`src/rtl/ram_burst_reader_pkg.sv`:
```
// ram_burst_pkg: shared FSM state type and width/ratio helpers for the burst reader.
package ram_burst_pkg;

    typedef enum logic [1:0] {IDLE, READ, DRAIN} state_t;

    function automatic int ratio(input int width_rd, input int width_out);
        return width_rd / width_out;
    endfunction

    function automatic int addr_w(input int depth);
        return $clog2(depth);
    endfunction

    function automatic int len_w(input int depth);
        return $clog2(depth) + 1;
    endfunction

    function automatic int beat_w(input int r);
        return (r > 1) ? $clog2(r) : 1;
    endfunction

endpackage

```
`src/rtl/ram_burst_reader_if.sv`:
```
// ram_burst_reader_if: command, RAM read port and output stream of the burst reader.
interface ram_burst_reader_if import ram_burst_pkg::*; #(
    parameter int WIDTH_RD  = 16,
    parameter int DEPTH_RD  = 64,
    parameter int WIDTH_OUT = 8
);
    logic                        cmd_valid;
    logic                        cmd_ready;
    logic [addr_w(DEPTH_RD)-1:0] cmd_addr;
    logic [len_w(DEPTH_RD)-1:0]  cmd_len;
    logic [addr_w(DEPTH_RD)-1:0] ram_rd_addr;
    logic [WIDTH_RD-1:0]         ram_rd_data;
    logic                        m_valid;
    logic                        m_ready;
    logic [WIDTH_OUT-1:0]        m_data;
    logic                        m_last;
    logic                        done;

    modport slave (
        input  cmd_valid, cmd_addr, cmd_len, ram_rd_data, m_ready,
        output cmd_ready, ram_rd_addr, m_valid, m_data, m_last, done
    );

    modport master (
        output cmd_valid, cmd_addr, cmd_len, ram_rd_data, m_ready,
        input  cmd_ready, ram_rd_addr, m_valid, m_data, m_last, done
    );
endinterface

```
`src/rtl/ram_burst_reader_unpacker.sv`:
```
// ram_word_unpacker: 2-word buffer that splits each RAM word into WIDTH_OUT beats.
// RAM_BURST_LSB_FIRST_EN selects LSB-slice-first order; default is MSB slice first.
module ram_word_unpacker import ram_burst_pkg::*; #(
    parameter int WIDTH_RD  = 16,
    parameter int WIDTH_OUT = 8
) (
    input  logic                 clk,
    input  logic                 rst,
    input  logic                 i_valid,
    output logic                 o_ready,
    input  logic [WIDTH_RD-1:0]  i_word,
    input  logic                 i_last,
    output logic                 o_valid,
    input  logic                 i_ready,
    output logic [WIDTH_OUT-1:0] o_data,
    output logic                 o_last,
    output logic [1:0]           o_count,
    output logic                 o_pop
);
    localparam int RATIO = ratio(WIDTH_RD, WIDTH_OUT);
    localparam int BW    = beat_w(RATIO);

    logic [WIDTH_RD-1:0]  r_word [2];
    logic [1:0]           r_last;
    logic                 r_wp;
    logic                 r_rp;
    logic [1:0]           r_cnt;
    logic [BW-1:0]        r_beat;
    logic [WIDTH_RD-1:0]  w_head;
    logic [WIDTH_OUT-1:0] w_slice [RATIO];
    logic                 w_beat_last;
    logic                 w_push;
    logic                 w_fire;

    assign w_head      = r_word[r_rp];
    assign w_beat_last = r_beat == BW'(RATIO - 1);
    assign o_valid     = r_cnt != 2'd0;
    assign o_ready     = r_cnt != 2'd2;
    assign o_count     = r_cnt;
    assign w_push      = i_valid & o_ready;
    assign w_fire      = o_valid & i_ready;
    assign o_pop       = w_fire & w_beat_last;
    assign o_last      = o_valid & w_beat_last & r_last[r_rp];

    for (genvar g = 0; g < RATIO; g++) begin : g_slice
`ifdef RAM_BURST_LSB_FIRST_EN
        assign w_slice[g] = w_head[g*WIDTH_OUT +: WIDTH_OUT];
`else
        assign w_slice[g] = w_head[WIDTH_RD-1-g*WIDTH_OUT -: WIDTH_OUT];
`endif
    end

    // Gate with valid so the idle/reset beat reads as zero.
    assign o_data = o_valid ? w_slice[r_beat] : '0;

    always_ff @(posedge clk or posedge rst) begin
        if (rst) begin
            r_wp   <= 1'b0;
            r_rp   <= 1'b0;
            r_cnt  <= 2'd0;
            r_beat <= '0;
            r_last <= 2'b00;
        end else begin
            if (w_push) begin
                r_last[r_wp] <= i_last;
                r_wp         <= ~r_wp;
            end
            if (w_fire) r_beat <= w_beat_last ? '0 : r_beat + 1'b1;
            if (o_pop) r_rp <= ~r_rp;
            r_cnt <= r_cnt + {1'b0, w_push} - {1'b0, o_pop};
        end
    end

    always_ff @(posedge clk) begin
        if (w_push) r_word[r_wp] <= i_word;
    end
endmodule

```
`src/rtl/ram_burst_reader.sv`:
```
// ram_burst_reader: burst read controller for the width-converting RAM, streaming beats.
// RAM_BURST_LSB_FIRST_EN (in the unpacker) switches to LSB-slice-first beat order.
module ram_burst_reader import ram_burst_pkg::*; #(
    parameter int WIDTH_RD  = 16,
    parameter int DEPTH_RD  = 64,
    parameter int WIDTH_OUT = 8
) (
    input logic              clk,
    input logic              rst,
    ram_burst_reader_if.slave bus
);
    localparam int AW = addr_w(DEPTH_RD);
    localparam int LW = len_w(DEPTH_RD);

    state_t        r_state;
    logic [AW-1:0] r_addr;
    logic [LW-1:0] r_left;
    logic          r_req;
    logic          r_req_last;
    logic          r_dat;
    logic          r_dat_last;
    logic          r_done;
    logic          w_hs;
    logic          w_start;
    logic          w_more;
    logic          w_issue;
    logic          w_issue_last;
    logic          w_last_hs;
    logic          w_in_ready;
    logic          w_pop;
    logic [1:0]    w_count;
    logic [2:0]    w_occ;

    assign bus.cmd_ready   = r_state == IDLE;
    assign bus.ram_rd_addr = r_addr;
    assign bus.done        = r_done;

    assign w_hs         = bus.cmd_valid & bus.cmd_ready;
    assign w_start      = w_hs & (bus.cmd_len != '0);
    // Words buffered plus reads in flight, crediting a word freed this cycle.
    assign w_occ        = {1'b0, w_count} + 3'(r_req) + 3'(r_dat) - 3'(w_pop);
    assign w_more       = (r_state == READ) & (r_left != '0) & (w_occ < 3'd2);
    assign w_issue      = w_start | w_more;
    assign w_issue_last = w_start ? (bus.cmd_len == LW'(1)) : (r_left == LW'(1));
    assign w_last_hs    = bus.m_valid & bus.m_ready & bus.m_last;

    always_ff @(posedge clk or posedge rst) begin
        if (rst) begin
            r_state    <= IDLE;
            r_addr     <= '0;
            r_left     <= '0;
            r_req      <= 1'b0;
            r_req_last <= 1'b0;
            r_dat      <= 1'b0;
            r_dat_last <= 1'b0;
            r_done     <= 1'b0;
        end else begin
            r_req      <= w_issue;
            r_req_last <= w_issue & w_issue_last;
            r_dat      <= r_req;
            r_dat_last <= r_req_last;
            r_done     <= w_last_hs | (w_hs & ~w_start);
            case (r_state)
                IDLE: begin
                    if (w_start) begin
                        r_state <= READ;
                        r_addr  <= bus.cmd_addr;
                        r_left  <= bus.cmd_len - 1'b1;
                    end
                end
                READ: begin
                    if (r_left == '0) begin
                        r_state <= DRAIN;
                    end else if (w_more) begin
                        r_addr <= r_addr + 1'b1;
                        r_left <= r_left - 1'b1;
                        if (r_left == LW'(1)) r_state <= DRAIN;
                    end
                end
                DRAIN: begin
                    if (w_last_hs) r_state <= IDLE;
                end
                default: r_state <= IDLE;
            endcase
        end
    end

    ram_word_unpacker #(
        .WIDTH_RD  (WIDTH_RD),
        .WIDTH_OUT (WIDTH_OUT)
    ) u_unpacker (
        .clk     (clk),
        .rst     (rst),
        .i_valid (r_dat & w_in_ready),
        .o_ready (w_in_ready),
        .i_word  (bus.ram_rd_data),
        .i_last  (r_dat_last),
        .o_valid (bus.m_valid),
        .i_ready (bus.m_ready),
        .o_data  (bus.m_data),
        .o_last  (bus.m_last),
        .o_count (w_count),
        .o_pop   (w_pop)
    );
endmodule

```
`src/flat_wrapper.sv`:
```
// flat-port wrapper written by rule: the top's interface ports become plain ports
module ram_burst_reader_flat import ram_burst_pkg::*;
#(
    parameter int WIDTH_RD  = 16,
    parameter int DEPTH_RD  = 64,
    parameter int WIDTH_OUT = 8
)
  (clk, rst, bus_cmd_valid, bus_cmd_addr, bus_cmd_len, bus_ram_rd_data, bus_m_ready, bus_cmd_ready, bus_ram_rd_addr, bus_m_valid, bus_m_data, bus_m_last, bus_done);
  ram_burst_reader_if #(.WIDTH_RD(WIDTH_RD), .DEPTH_RD(DEPTH_RD), .WIDTH_OUT(WIDTH_OUT)) bus_i ();
  input logic clk;
  input logic rst;
  input wire logic [$bits(bus_i.cmd_valid)-1:0] bus_cmd_valid;
  input wire logic [$bits(bus_i.cmd_addr)-1:0] bus_cmd_addr;
  input wire logic [$bits(bus_i.cmd_len)-1:0] bus_cmd_len;
  input wire logic [$bits(bus_i.ram_rd_data)-1:0] bus_ram_rd_data;
  input wire logic [$bits(bus_i.m_ready)-1:0] bus_m_ready;
  output wire logic [$bits(bus_i.cmd_ready)-1:0] bus_cmd_ready;
  output wire logic [$bits(bus_i.ram_rd_addr)-1:0] bus_ram_rd_addr;
  output wire logic [$bits(bus_i.m_valid)-1:0] bus_m_valid;
  output wire logic [$bits(bus_i.m_data)-1:0] bus_m_data;
  output wire logic [$bits(bus_i.m_last)-1:0] bus_m_last;
  output wire logic [$bits(bus_i.done)-1:0] bus_done;
  assign bus_i.cmd_valid = bus_cmd_valid;
  assign bus_i.cmd_addr = bus_cmd_addr;
  assign bus_i.cmd_len = bus_cmd_len;
  assign bus_i.ram_rd_data = bus_ram_rd_data;
  assign bus_i.m_ready = bus_m_ready;
  assign bus_cmd_ready = bus_i.cmd_ready;
  assign bus_ram_rd_addr = bus_i.ram_rd_addr;
  assign bus_m_valid = bus_i.m_valid;
  assign bus_m_data = bus_i.m_data;
  assign bus_m_last = bus_i.m_last;
  assign bus_done = bus_i.done;
  ram_burst_reader #(.WIDTH_RD(WIDTH_RD), .DEPTH_RD(DEPTH_RD), .WIDTH_OUT(WIDTH_OUT)) u_core (.clk(clk), .rst(rst), .bus(bus_i));
endmodule
```
`config.mk`:
```
export PLATFORM = sky130hd
export DESIGN_NAME = ram_burst_reader_flat
export DESIGN_NICKNAME = d
export VERILOG_FILES = /design/src/rtl/ram_burst_reader_pkg.sv /design/src/rtl/ram_burst_reader_if.sv /design/src/rtl/ram_burst_reader_unpacker.sv /design/src/rtl/ram_burst_reader.sv /design/src/flat_wrapper.sv
export SDC_FILE = /design/constraint.sdc
export NUM_CORES = 1
export LEC_CHECK = 0
export BUFFER_PORTS_ARGS = -buffer_cell sky130_fd_sc_hd__buf_2
export CAP_MARGIN = 20
export CORE_ASPECT_RATIO = 2
export CORE_MARGIN = 5
export CORE_UTILIZATION = 50
export DETAILED_ROUTE_END_ITERATION = 8
export PLACE_DENSITY = 0.75
export REMOVE_ABC_BUFFERS = 1
export SLEW_MARGIN = 10
export SYNTH_ARGS = -nofsm -noshare
export SYNTH_HDL_FRONTEND = slang
export SYNTH_SLANG_ARGS = --single-unit
```
`constraint.sdc`:
```
create_clock -name clk -period 3.9 [get_ports clk]
set_clock_uncertainty 0.1 [all_clocks]
set_input_delay 0.195 -clock clk [delete_from_list [all_inputs] [get_ports clk]]
set_output_delay 0.195 -clock clk [all_outputs]
set_load 0.05 [all_outputs]
```
# [Word level (Yosys, flattened, before mapping)]
# Memories as Yosys holds them, arrays and structs flattened.
# Cells that the tools add are included.
[classes] n_addsub=9 multipliers=0 div_mod_pow=0 magnitude_cmp=5 eq_ne=11 shifts=0 n_mux=27 bitwise_logic=19 reduce_logical=9
[op_table] op="8-bit two-way mux" n=4
[op_table] op="7-bit two-way mux" n=3
[op_table] op="6-bit two-way mux" n=3
[op_table] op="7-bit by 1-bit == test with 1-bit output, second input constant" n=2
[op_table] op="7-bit one-hot mux with 2 select lines" n=1
[op_table] op="7-bit nonzero test" n=2
[op_table] op="7-bit by 1-bit subtractor with 7-bit output, second input constant" n=2
[op_table] op="1-bit AND" n=13
[op_table] op="6-bit one-hot mux with 2 select lines" n=1
[op_table] op="2-bit two-way mux" n=5
[op_table] op="4-bit AND reduction" n=2
[op_table] op="7-bit zero test" n=1
[op_table] op="1-bit two-way mux" n=7
[op_table] op="6-bit by 1-bit adder with 6-bit output, second input constant" n=1
[op_table] op="2-bit inequality test, second input constant" n=3
[op_table] op="2-bit one-hot mux with 3 select lines" n=1
[op_table] op="1-bit by 2-bit < comparator with 1-bit output, second input constant" n=2
[op_table] op="2-bit by 1-bit inequality test with 1-bit output, second input constant" n=2
[op_table] op="2-bit nonzero test" n=2
[op_table] op="2-bit by 1-bit adder with 3-bit output" n=1
[op_table] op="3-bit by 1-bit adder with 3-bit output" n=1
[op_table] op="3-bit by 2-bit < comparator with 1-bit output, second input constant" n=1
[op_table] op="3-bit by 2-bit inequality test with 1-bit output, second input constant" n=1
[op_table] op="3-bit inequality test, second input constant" n=1
[op_table] op="other kinds (15)" n=18
[word_totals] reg_bits=27 latch_bits=0 mem_bits_rw=32 rom_bits=0 inputBits=33 wordCells=94 n_memories=1
[mem_list] memory="u_core.u_unpacker.r_word" words=2 width=16 read_ports=1 rd_ports_with_merged_regs=0 wr=1 line_no="ram_burst_reader_unpacker.sv:23" rtl="logic [WIDTH_RD-1:0] r_word [2];"

# [Logic depth before layout (Yosys ltp)]
# Gate-level depths: netlist of run 1.
[logic_depth] word_depth=9 ltp_mapped=14 mapped_depth_nobuf=13

# [Cells and area by module]
# From an unflattened synthesis of run 1, not the netlist that was laid out.
[hier_totals] cells_unflattened=232 area_unflattened_um2=2877.8
[modules_own_cells] mod="ram_word_unpacker" instances=1 cells_each=82 area_per_inst_um2=1565.3 seq_area_each_um2=1136.1
[modules_own_cells] mod="ram_burst_reader" instances=1 cells_each=150 area_per_inst_um2=1312.5 seq_area_each_um2=500.5

# [Worst setup path after synthesis of run 1]
# OpenSTA, ideal clock, no wires.
[synth_path] path_kind="flip-flop to flip-flop" start="reg u_core.u_unpacker.r_cnt[1], in the netlist u_core.u_unpacker.o_count[1]" end="reg u_core.r_left[0]" setup_ns=0.128 t_arrival_ns=2.910 t_required_ns=3.672 setup_slack_ns=0.762 stages_incl_launch_ff=14 cell_sequence="dfrtp_1 > or2_2 > and3_1 > ha_1 > inv_1 > ha_1 > a21o_1 > fa_1 > xnor2_1 > nor2_1 > a31oi_4 > buf_4 > o21ai_0 > o31ai_1"
[synth_via] elab_chain_cells=8 elab_cells_between_ends=10
[synth_lines] item="start, declared" line_no="ram_burst_reader_unpacker.sv:27" rtl="logic [1:0] r_cnt;"
[synth_lines] item="start signal, assigned" line_no="ram_burst_reader_unpacker.sv:70" rtl="r_cnt <= r_cnt + {1'b0, w_push} - {1'b0, o_pop};"
[synth_lines] item="2-bit nonzero test" line_no="ram_burst_reader_unpacker.sv:37" rtl="assign o_valid = r_cnt != 2'd0;"
[synth_lines] item="1-bit AND" line_no="ram_burst_reader_unpacker.sv:41" rtl="assign w_fire = o_valid & i_ready;"
[synth_lines] item="1-bit AND" line_no="ram_burst_reader_unpacker.sv:42" rtl="assign o_pop = w_fire & w_beat_last;"
[synth_lines] item="net u_core.u_unpacker.o_pop" line_no="ram_burst_reader_unpacker.sv:18" rtl="output logic o_pop"
[synth_lines] item="3-bit by 1-bit subtractor with 3-bit output" line_no="ram_burst_reader.sv:41" rtl="assign w_occ = {1'b0, w_count} + 3'(r_req) + 3'(r_dat) - 3'(w_pop);"
[synth_lines] item="3-bit by 2-bit < comparator with 1-bit output" line_no="ram_burst_reader.sv:42" rtl="assign w_more = (r_state == READ) & (r_left != '0) & (w_occ < 3'd2);"
[synth_lines] item="1-bit AND" line_no="ram_burst_reader.sv:42"
[synth_lines] item="2-bit by 1-bit inequality test with 1-bit output (no source line)"
[synth_lines] item="4-bit AND reduction (no source line)"
[synth_lines] item="end signal, assigned" line_no="ram_burst_reader.sv:68" rtl="r_left <= bus.cmd_len - 1'b1;"
[synth_lines] item="end signal, assigned" line_no="ram_burst_reader.sv:76" rtl="r_left <= r_left - 1'b1;"
[synth_lines] item="end, declared" line_no="ram_burst_reader.sv:17" rtl="logic [LW-1:0] r_left;"
# The timed path passes the listed nets, and every way through them passes these cells.
# A chain may end at the register's enable or synchronous reset.

# [Worst setup path in the final report of run 1]
[layout_path] start="reg u_core.u_unpacker.r_cnt[1], in the netlist u_core.u_unpacker.o_count[1]" end="reg u_core.r_addr[0], in the netlist u_core.bus.ram_rd_addr[0]"
[layout_via] elab_chain_cells=8 elab_cells_between_ends=10
[layout_lines] item="2-bit nonzero test" line_no="ram_burst_reader_unpacker.sv:37"
[layout_lines] item="1-bit AND" line_no="ram_burst_reader_unpacker.sv:41"
[layout_lines] item="1-bit AND" line_no="ram_burst_reader_unpacker.sv:42"
[layout_lines] item="net u_core.u_unpacker.o_pop" line_no="ram_burst_reader_unpacker.sv:18"
[layout_lines] item="3-bit by 1-bit subtractor with 3-bit output" line_no="ram_burst_reader.sv:41"
[layout_lines] item="3-bit by 2-bit < comparator with 1-bit output" line_no="ram_burst_reader.sv:42"
[layout_lines] item="1-bit AND" line_no="ram_burst_reader.sv:42"
[layout_lines] item="2-bit by 1-bit inequality test with 1-bit output (no source line)"
[layout_lines] item="4-bit AND reduction (no source line)"
[layout_lines] item="end signal, assigned" line_no="ram_burst_reader.sv:67" rtl="r_addr <= bus.cmd_addr;"
[layout_lines] item="end signal, assigned" line_no="ram_burst_reader.sv:75" rtl="r_addr <= r_addr + 1'b1;"
[layout_lines] item="end, declared" line_no="ram_burst_reader.sv:16" rtl="logic [AW-1:0] r_addr;"
# The timed path passes the listed nets, and every way through them passes these cells.

==> impl_metrics.csv, run 1 <==
group,metric,value,unit
drt,via_per_inst,5.43,
clock_tree,cts_resized,0,
pwr,intPower,1860,uW
timing,setup_viol,0,
grt,grt_pass1_vias,2133,
clock_tree,cts_buffers,9,
clock_tree,clock_latency,0.33,ns
drt,first_pass_iters,4,
drt,wire_per_inst,15.3,um
drt,drt_wl_total,5620,um
pwr,power_density,915,nW/um2
setup_path,worstPathCellList,"or2_2 -> and3_1 -> ha_1 -> inv_1 -> ha_1 -> a21o_1 -> fa_1 -> xnor2_1 -> nor2_1 -> a31oi_4 -> inv_2 -> o21ai_0 -> mux2i_1",
pwr,clockPowerShare,20.3,%
drt,drc_errors,0,
layout,final-seq-area,1640,um2
logic_synthesis,synth_warnings,0,
timing,post-route-period-util,89.9,%
setup_path,start_kind,"flop",
die,dieArea,7370,um2
grt,antenna_found_initial,0,
layout,mostFrequentLayoutCell,"buf_2",
die,start_util,51.9,%
setup_path,required,4.05,ns
setup_path,slowest_stage,"dfrtp_1",
logic_synthesis,synth_seq_cells,59,
pwr,leakage,0.00154,uW
pwr,power_frac_seq,31.0,%
logic_synthesis,yosysSeqAreaShare,57.7,%
worst_hold_path,min_path_type,"in2reg",
logic_synthesis,syn_area,2840,um2
timing,drv_slew,0,
layout,fin_nets,348,
timing,slew_headroom,53.1,%
layout,num_antenna_cells,0,
worst_hold_path,min_from,"bus_cmd_addr[1]",
placed_design,gp_congestion,0.852,
pwr,p_total,3280,uW
timing,setup_tns,0,ns
layout,drive_gt1_share,28.6,%
die,die_y,116,um
layout,nFillCells,421,
timing,worst_slew_pin_slew,0.703,ns
pwr,power_switching,1420,uW
setup_path,crit_path_frequent_cell,"ha_1",
pwr,peakVddDrop,0.721,mV
clock_tree,post_cts_buffers,0,
drt,routed-via-count,2000,
grt,grtUsageTotal,17.1,%
grt,overflow,0,
setup_path,crit_arrival,3.66,ns
timing,fin_ws,0.395,ns
layout,final_cell_mix,"buf_2, edfxtp_1, dfrtp_1, o21ai_0, dlygate4sd3_1",
logic_synthesis,syn_inst,228,
die,core,5470,um2
placed_design,numPortBuffers,50,
timing,hold_violations,0,
status,status,"finished clean",
die,die_w,63.2,um
layout,multi_input_area,1090,um2
timing,rsz0062_at_grt,"false",
drt,drt_iter0_markers,47,
setup_path,crit_fanout,13,
die,rows,38,
drt,antenna_left,0,
logic_synthesis,syn_avg_cell_area,12.4,um2
timing,fmax,0.285,GHz
clock_tree,root_buffer,"clkbuf_8",
worst_hold_path,hold_depth,3,
setup_path,critPathMaxStageDelay,0.42,ns
pwr,combinationalPowerShare,48.7,%
grt,grt_max_degree,28,
clock_tree,htree_levels,3,
layout,syn_to_final_growth,26.5,%
logic_synthesis,synth.distinct_cells,42,
clock_tree,clk_pin_slew,0.07,ns
placed_design,dpl_worst_slack,0.438,ns
grt,grt_pass1_wl,9820,um
setup_path,setup.worst_path.end_class,"flop",
job,maxCapViolCount,0,
clock_tree,clock_sinks,59,
setup_path,cp-startpoint,"u_core.u_unpacker.o_count[1]",
clock_tree,clockBufferDepth,2,
setup_path,ff2ff_path_depth,13,
setup_path,reg2reg_from,"u_core.u_unpacker.o_count[1]",
clock_tree,cts_tree,"built",
die,ios,51,
timing,min_period,3.50,ns
setup_path,crit_type,"reg2reg",
placed_design,dp_hpwl,4070,um
pwr,switching_share,43.3,%
==> per-layer routing <==
layer  vias to the layer above  wire length, um  share of wire, %  track usage, %
met5                         -                0                 0               0
li1                        968                -                 -               -
met4                         0              109               1.9            6.24
met2                        44             3140                56            31.2
met1                       977             2070                37            18.7
met3                        11              299               5.3            4.91
==> registers in the layout, summed over array words and instances (netlist names), 2 cells and up <==
register	count
u_core.r_state	2
u_core.u_unpacker.o_count	2
u_core.r_left	7
u_core.bus.ram_rd_addr	6
u_core.u_unpacker.r_word	32
u_core.u_unpacker.r_last	2
==> worst paths after layout <==
| path | endpoint | slack, ns |
|---|---|---|
| setup / recovery | u_core.bus.ram_rd_addr[0] | 0.40 |
| hold / removal | u_core.bus.ram_rd_addr[1] | 0.02 |
| setup reg to reg | u_core.bus.ram_rd_addr[0] | 0.40 |
| hold reg to reg | u_core.r_dat_last | 0.26 |
| max in group asynchronous | u_core.r_state[0] | 3.02 |
| min in group asynchronous | u_core.u_unpacker.r_last[1] | 0.27 |
==> cells in the mapped netlist <==
cell type | number | area (um2)
edfxtp_1 | 32 | 961
dfrtp_1 | 27 | 676
o21ai_0 | 17 | 85.1
nor2_1 | 16 | 60.1
inv_1 | 14 | 52.6
nand2_1 | 14 | 52.6
a21oi_1 | 12 | 60.1
ha_1 | 11 | 138
and2_1 | 9 | 56.3
mux4_2 | 8 | 180
nand3_1 | 7 | 35.0
xnor2_1 | 7 | 61.3
nor3_1 | 6 | 30.0
clkbuf_1 | 4 | 15.0
xor2_1 | 4 | 35.0
and3_1 | 3 | 18.8
buf_2 | 3 | 15.0
mux2_2 | 3 | 33.8
o22ai_1 | 3 | 18.8
a21o_1 | 2 | 15.0
nand2b_1 | 2 | 12.5
nor3b_1 | 2 | 15.0
o32ai_1 | 2 | 17.5
or3_1 | 2 | 12.5
a21oi_2 | 1 | 8.76
a22oi_1 | 1 | 7.51
a31oi_1 | 1 | 6.26
a31oi_2 | 1 | 12.5
a31oi_4 | 1 | 21.3
buf_4 | 1 | 7.51
buf_6 | 1 | 11.3
fa_1 | 1 | 20.0
inv_2 | 1 | 3.75
mux2i_1 | 1 | 10.0
nand3b_1 | 1 | 7.51
nor2b_1 | 1 | 6.26
nor4_4 | 1 | 21.3
o211ai_1 | 1 | 7.51
o21ai_1 | 1 | 5.00
o31ai_1 | 1 | 7.51
or2_2 | 1 | 6.26
or3b_1 | 1 | 8.76
==> power by group through the flow <==
stage               Combinational [uW]  Sequential (uW)  Clock (uW)
floorplan                         1090             1110           0
global placement                  1550             1020           0
detailed placement                1580             1030           0
CTS                               1610             1020         675
global route                      1780             1050         697
finish                            1600             1020         666
==> timing repair <==
| action | in CTS | in global routing |
|---|---|---|
| hold buffers | 16 | 1 |
| hold endpoints to repair | 32 | 6 |
| setup endpoints to repair | 0 | 0 |
==> layout make-up <==
class / instances / area share [%]
Inverter: 15 / 1.57
Clock buffer: 9 / 3.45
Sequential cell: 59 / 45.6
Multi-Input combinational cell: 145 / 30.5
Clock inverter: 7 / 3.21
Timing Repair Buffer: 73 / 13.5
Tap cell: 60 / 2.09
==> cell families (layout without fill, tap and decap cells) <==
group / count (synthesis) / after routing / synth area share, %
compound gates: 44 / 44 / 9.62
xor+xnor: 11 / 11 / 3.40
fa+ha+maj: 12 / 12 / 5.56
buf+inv: 24 / 104 / 3.71
flops: 59 / 59 / 57.7
mux: 12 / 12 / 7.90
simple gates: 66 / 66 / 12.1
==> metrics by stage <==
step	hold WS [ns]	instances	area [um2]	utilization (%)
global placement	0.237	334	3150	57.6
floorplan	0.148	219	2790	-
detailed placement	0.244	334	3150	57.6
CTS	0.0102	366	3550	64.9
global route	0.0449	368	3590	65.6
finish	0.0235	368	3590	65.6
==> worst max-delay path: cells and delay by family, from the launching register on <==
family / cells / cell delay (ns)
mux: 1 / 0.15
buf+inv: 2 / 0.25
compound gates: 3 / 0.46
fa+ha+maj: 3 / 0.98
xor+xnor: 1 / 0.13
flops: 1 / 0.42
simple gates: 3 / 0.91
Note: power is estimated with default switching activity, not from simulation.
==> inputs of run 2 (changes only) <==
--- a/config.mk
+++ b/config.mk
@@ -7,7 +7,6 @@
 export LEC_CHECK = 0
 export BUFFER_PORTS_ARGS = -buffer_cell sky130_fd_sc_hd__buf_2
 export CAP_MARGIN = 20
-export CORE_ASPECT_RATIO = 2
 export CORE_MARGIN = 5
 export CORE_UTILIZATION = 50
 export DETAILED_ROUTE_END_ITERATION = 8
==> impl_metrics.csv, run 2 (synthesis gave the netlist of run 1 again) <==
group,metric,value,unit
status,status,"finished clean",
setup_path,required,4.00,ns
setup_path,crit_fanout,15,
placed_design,dp_hpwl,4070,um
setup_path,crit_arrival,3.67,ns
pwr,leakage,0.00151,uW
pwr,clockPowerShare,16.9,%
die,core,5510,um2
layout,fin_util,64.2,%
setup_path,slowest_stage,"dfrtp_1",
worst_hold_path,min_path_type,"in2reg",
clock_tree,clk_pin_slew,0.06,ns
timing,setup_tns,0,ns
grt,grtUsageTotal,16.7,%
clock_tree,cts_buffers,9,
drt,drt_wl_total,5580,um
layout,largest_register,"u_core.u_unpacker.r_word",
setup_path,path_depth,13,
timing,hold_violations,0,
timing,drv_slew,0,
clock_tree,clock_sinks,59,
placed_design,numPortBuffers,50,
layout,syn_to_final_growth,24.7,%
grt,grt_pass1_vias,1997,
setup_path,setup.worst_path.end_class,"flop",
drt,drc_errors,0,
pwr,intPower,1720,uW
pwr,switching_share,44.5,%
clock_tree,cts_resized,0,
grt,grt_pass1_wl,9470,um
pwr,power_density,879,nW/um2
die,dieArea,7280,um2
setup_path,rrSetupSlack,0.33,ns
drt,drt_iter0_markers,75,
layout,nFillCells,432,
die,ios,51,
layout,drive_gt1_share,27.1,%
placed_design,dp_cells,344,
layout,num_antenna_cells,0,
layout,multi_input_area,1090,um2
layout,fin_nets,346,
layout,mostFrequentLayoutCell,"buf_2",
drt,wire_per_inst,14.8,um
clock_tree,clockBufferDepth,2,
drt,antenna_left,0,
die,die_w,85.3,um
timing,slew_headroom,54.0,%
clock_tree,root_buffer,"clkbuf_8",
drt,via_per_inst,5.13,
die,start_util,51.5,%
setup_path,cp-startpoint,"u_core.u_unpacker.o_count[1]",
setup_path,cp_top_family,"adder cells",
pwr,combinationalPowerShare,49.6,%
die,die_y,85.3,um
timing,fmax,0.280,GHz
die,rows,27,
pwr,peakVddDrop,0.532,mV
timing,post-route-period-util,91.6,%
timing,rsz0062_at_grt,"false",
setup_path,critPathCapture,"u_core.r_left[4]",
clock_tree,cts_tree,"built",
worst_hold_path,min_from,"bus_m_ready",
placed_design,gp_congestion,0.883,
pwr,power_switching,1380,uW
layout,largest_reg_flops,32,
grt,antenna_found_initial,0,
clock_tree,clock_latency,0.32,ns
timing,setup_viol,0,
setup_path,reg2reg_from,"u_core.u_unpacker.o_count[1]",
layout,stdcell_count,378,
drt,first_pass_iters,4,
setup_path,worstPathCellList,"or2_2 -> and3_1 -> ha_1 -> inv_1 -> ha_1 -> a21o_1 -> fa_1 -> xnor2_1 -> nor2_1 -> a31oi_4 -> inv_2 -> a21oi_1 -> a21oi_1",
setup_path,ff2ff_path_depth,13,
grt,grt_max_degree,28,
layout,final-seq-area,1640,um2
clock_tree,htree_levels,3,
timing,min_period,3.57,ns
setup_path,crit_buf_inv,2,
grt,overflow,0,
setup_path,critPathMaxStageDelay,0.41,ns
setup_path,start_kind,"flop",
pwr,power_frac_seq,33.6,%
setup_path,rr_endpoint,"u_core.r_left[4]",
timing,worst_slew_pin_slew,0.690,ns
job,maxCapViolCount,0,
pwr,p_total,3110,uW
layout,final_cell_mix,"buf_2, edfxtp_1, dfrtp_1, o21ai_0, dlygate4sd3_1",
drt,routed-via-count,1939,
setup_path,crit_type,"reg2reg",
run 2: routing by layer:
| layer | share of wire [%] | vias to the layer above | global-route usage (%) |
|---|---|---|---|
| met3 | 4.5 | 8 | 3.20 |
| met5 | 0 | - | 0 |
| met1 | 40 | 929 | 20.0 |
| met2 | 53 | 38 | 29.2 |
| li1 | - | 964 | - |
| met4 | 1.6 | 0 | 7.34 |
run 2: timing repair:
item / in CTS / in global routing
hold buffers: 16 / 1
buffers inserted: 0 / 0
hold endpoints to repair: 32 / 5
run 2: layout make-up:
| cell class | instances | area share, % |
|---|---|---|
| timing repair buffer | 71 | 13.3 |
| inverter | 15 | 1.59 |
| multi-input combinational | 145 | 30.9 |
| sequential | 59 | 46.3 |
| clock buffer | 13 | 4.21 |
| tap | 72 | 2.55 |
| clock inverter | 3 | 1.10 |
run 2: per-stage QoR:
step           setup WS [ns]  hold WS [ns]  cell area (um2)
2_1_floorplan          0.488         0.148             2790
3_3_place_gp           0.425         0.231             3150
3_5_place_dp           0.325         0.249             3150
4_1_cts                0.315        0.0391             3500
5_1_grt               0.0860        0.0540             3530
6_report               0.326        0.0498             3530
run 2: power groups by stage:
stage	sequential, uW	clock (uW)	combinational [uW]
final	1040	524	1540
after CTS	1040	539	1550
after detailed placement	1050	0	1530
after global routing	1070	565	1700
after global placement	1040	0	1490
after floorplan	1110	0	1090
run 2: worst min-delay path by stage:
stage | end | slack, ns | depth (start not counted)
6_report | u_core.u_unpacker.r_beat | 0.05 | 3
3_5_place_dp | u_core.r_dat_last | 0.25 | 0
5_1_grt | u_core.u_unpacker.r_beat | 0.05 | 3
4_1_cts | u_core.u_unpacker.r_beat | 0.04 | 3
3_3_place_gp | u_core.r_dat_last | 0.23 | 0
2_1_floorplan | u_core.bus.done | 0.15 | 1
run 2: worst min-delay path, stage by stage:
cell     delay (ns)
buf_2          0.11
nand2_1        0.06
xnor2_1        0.06
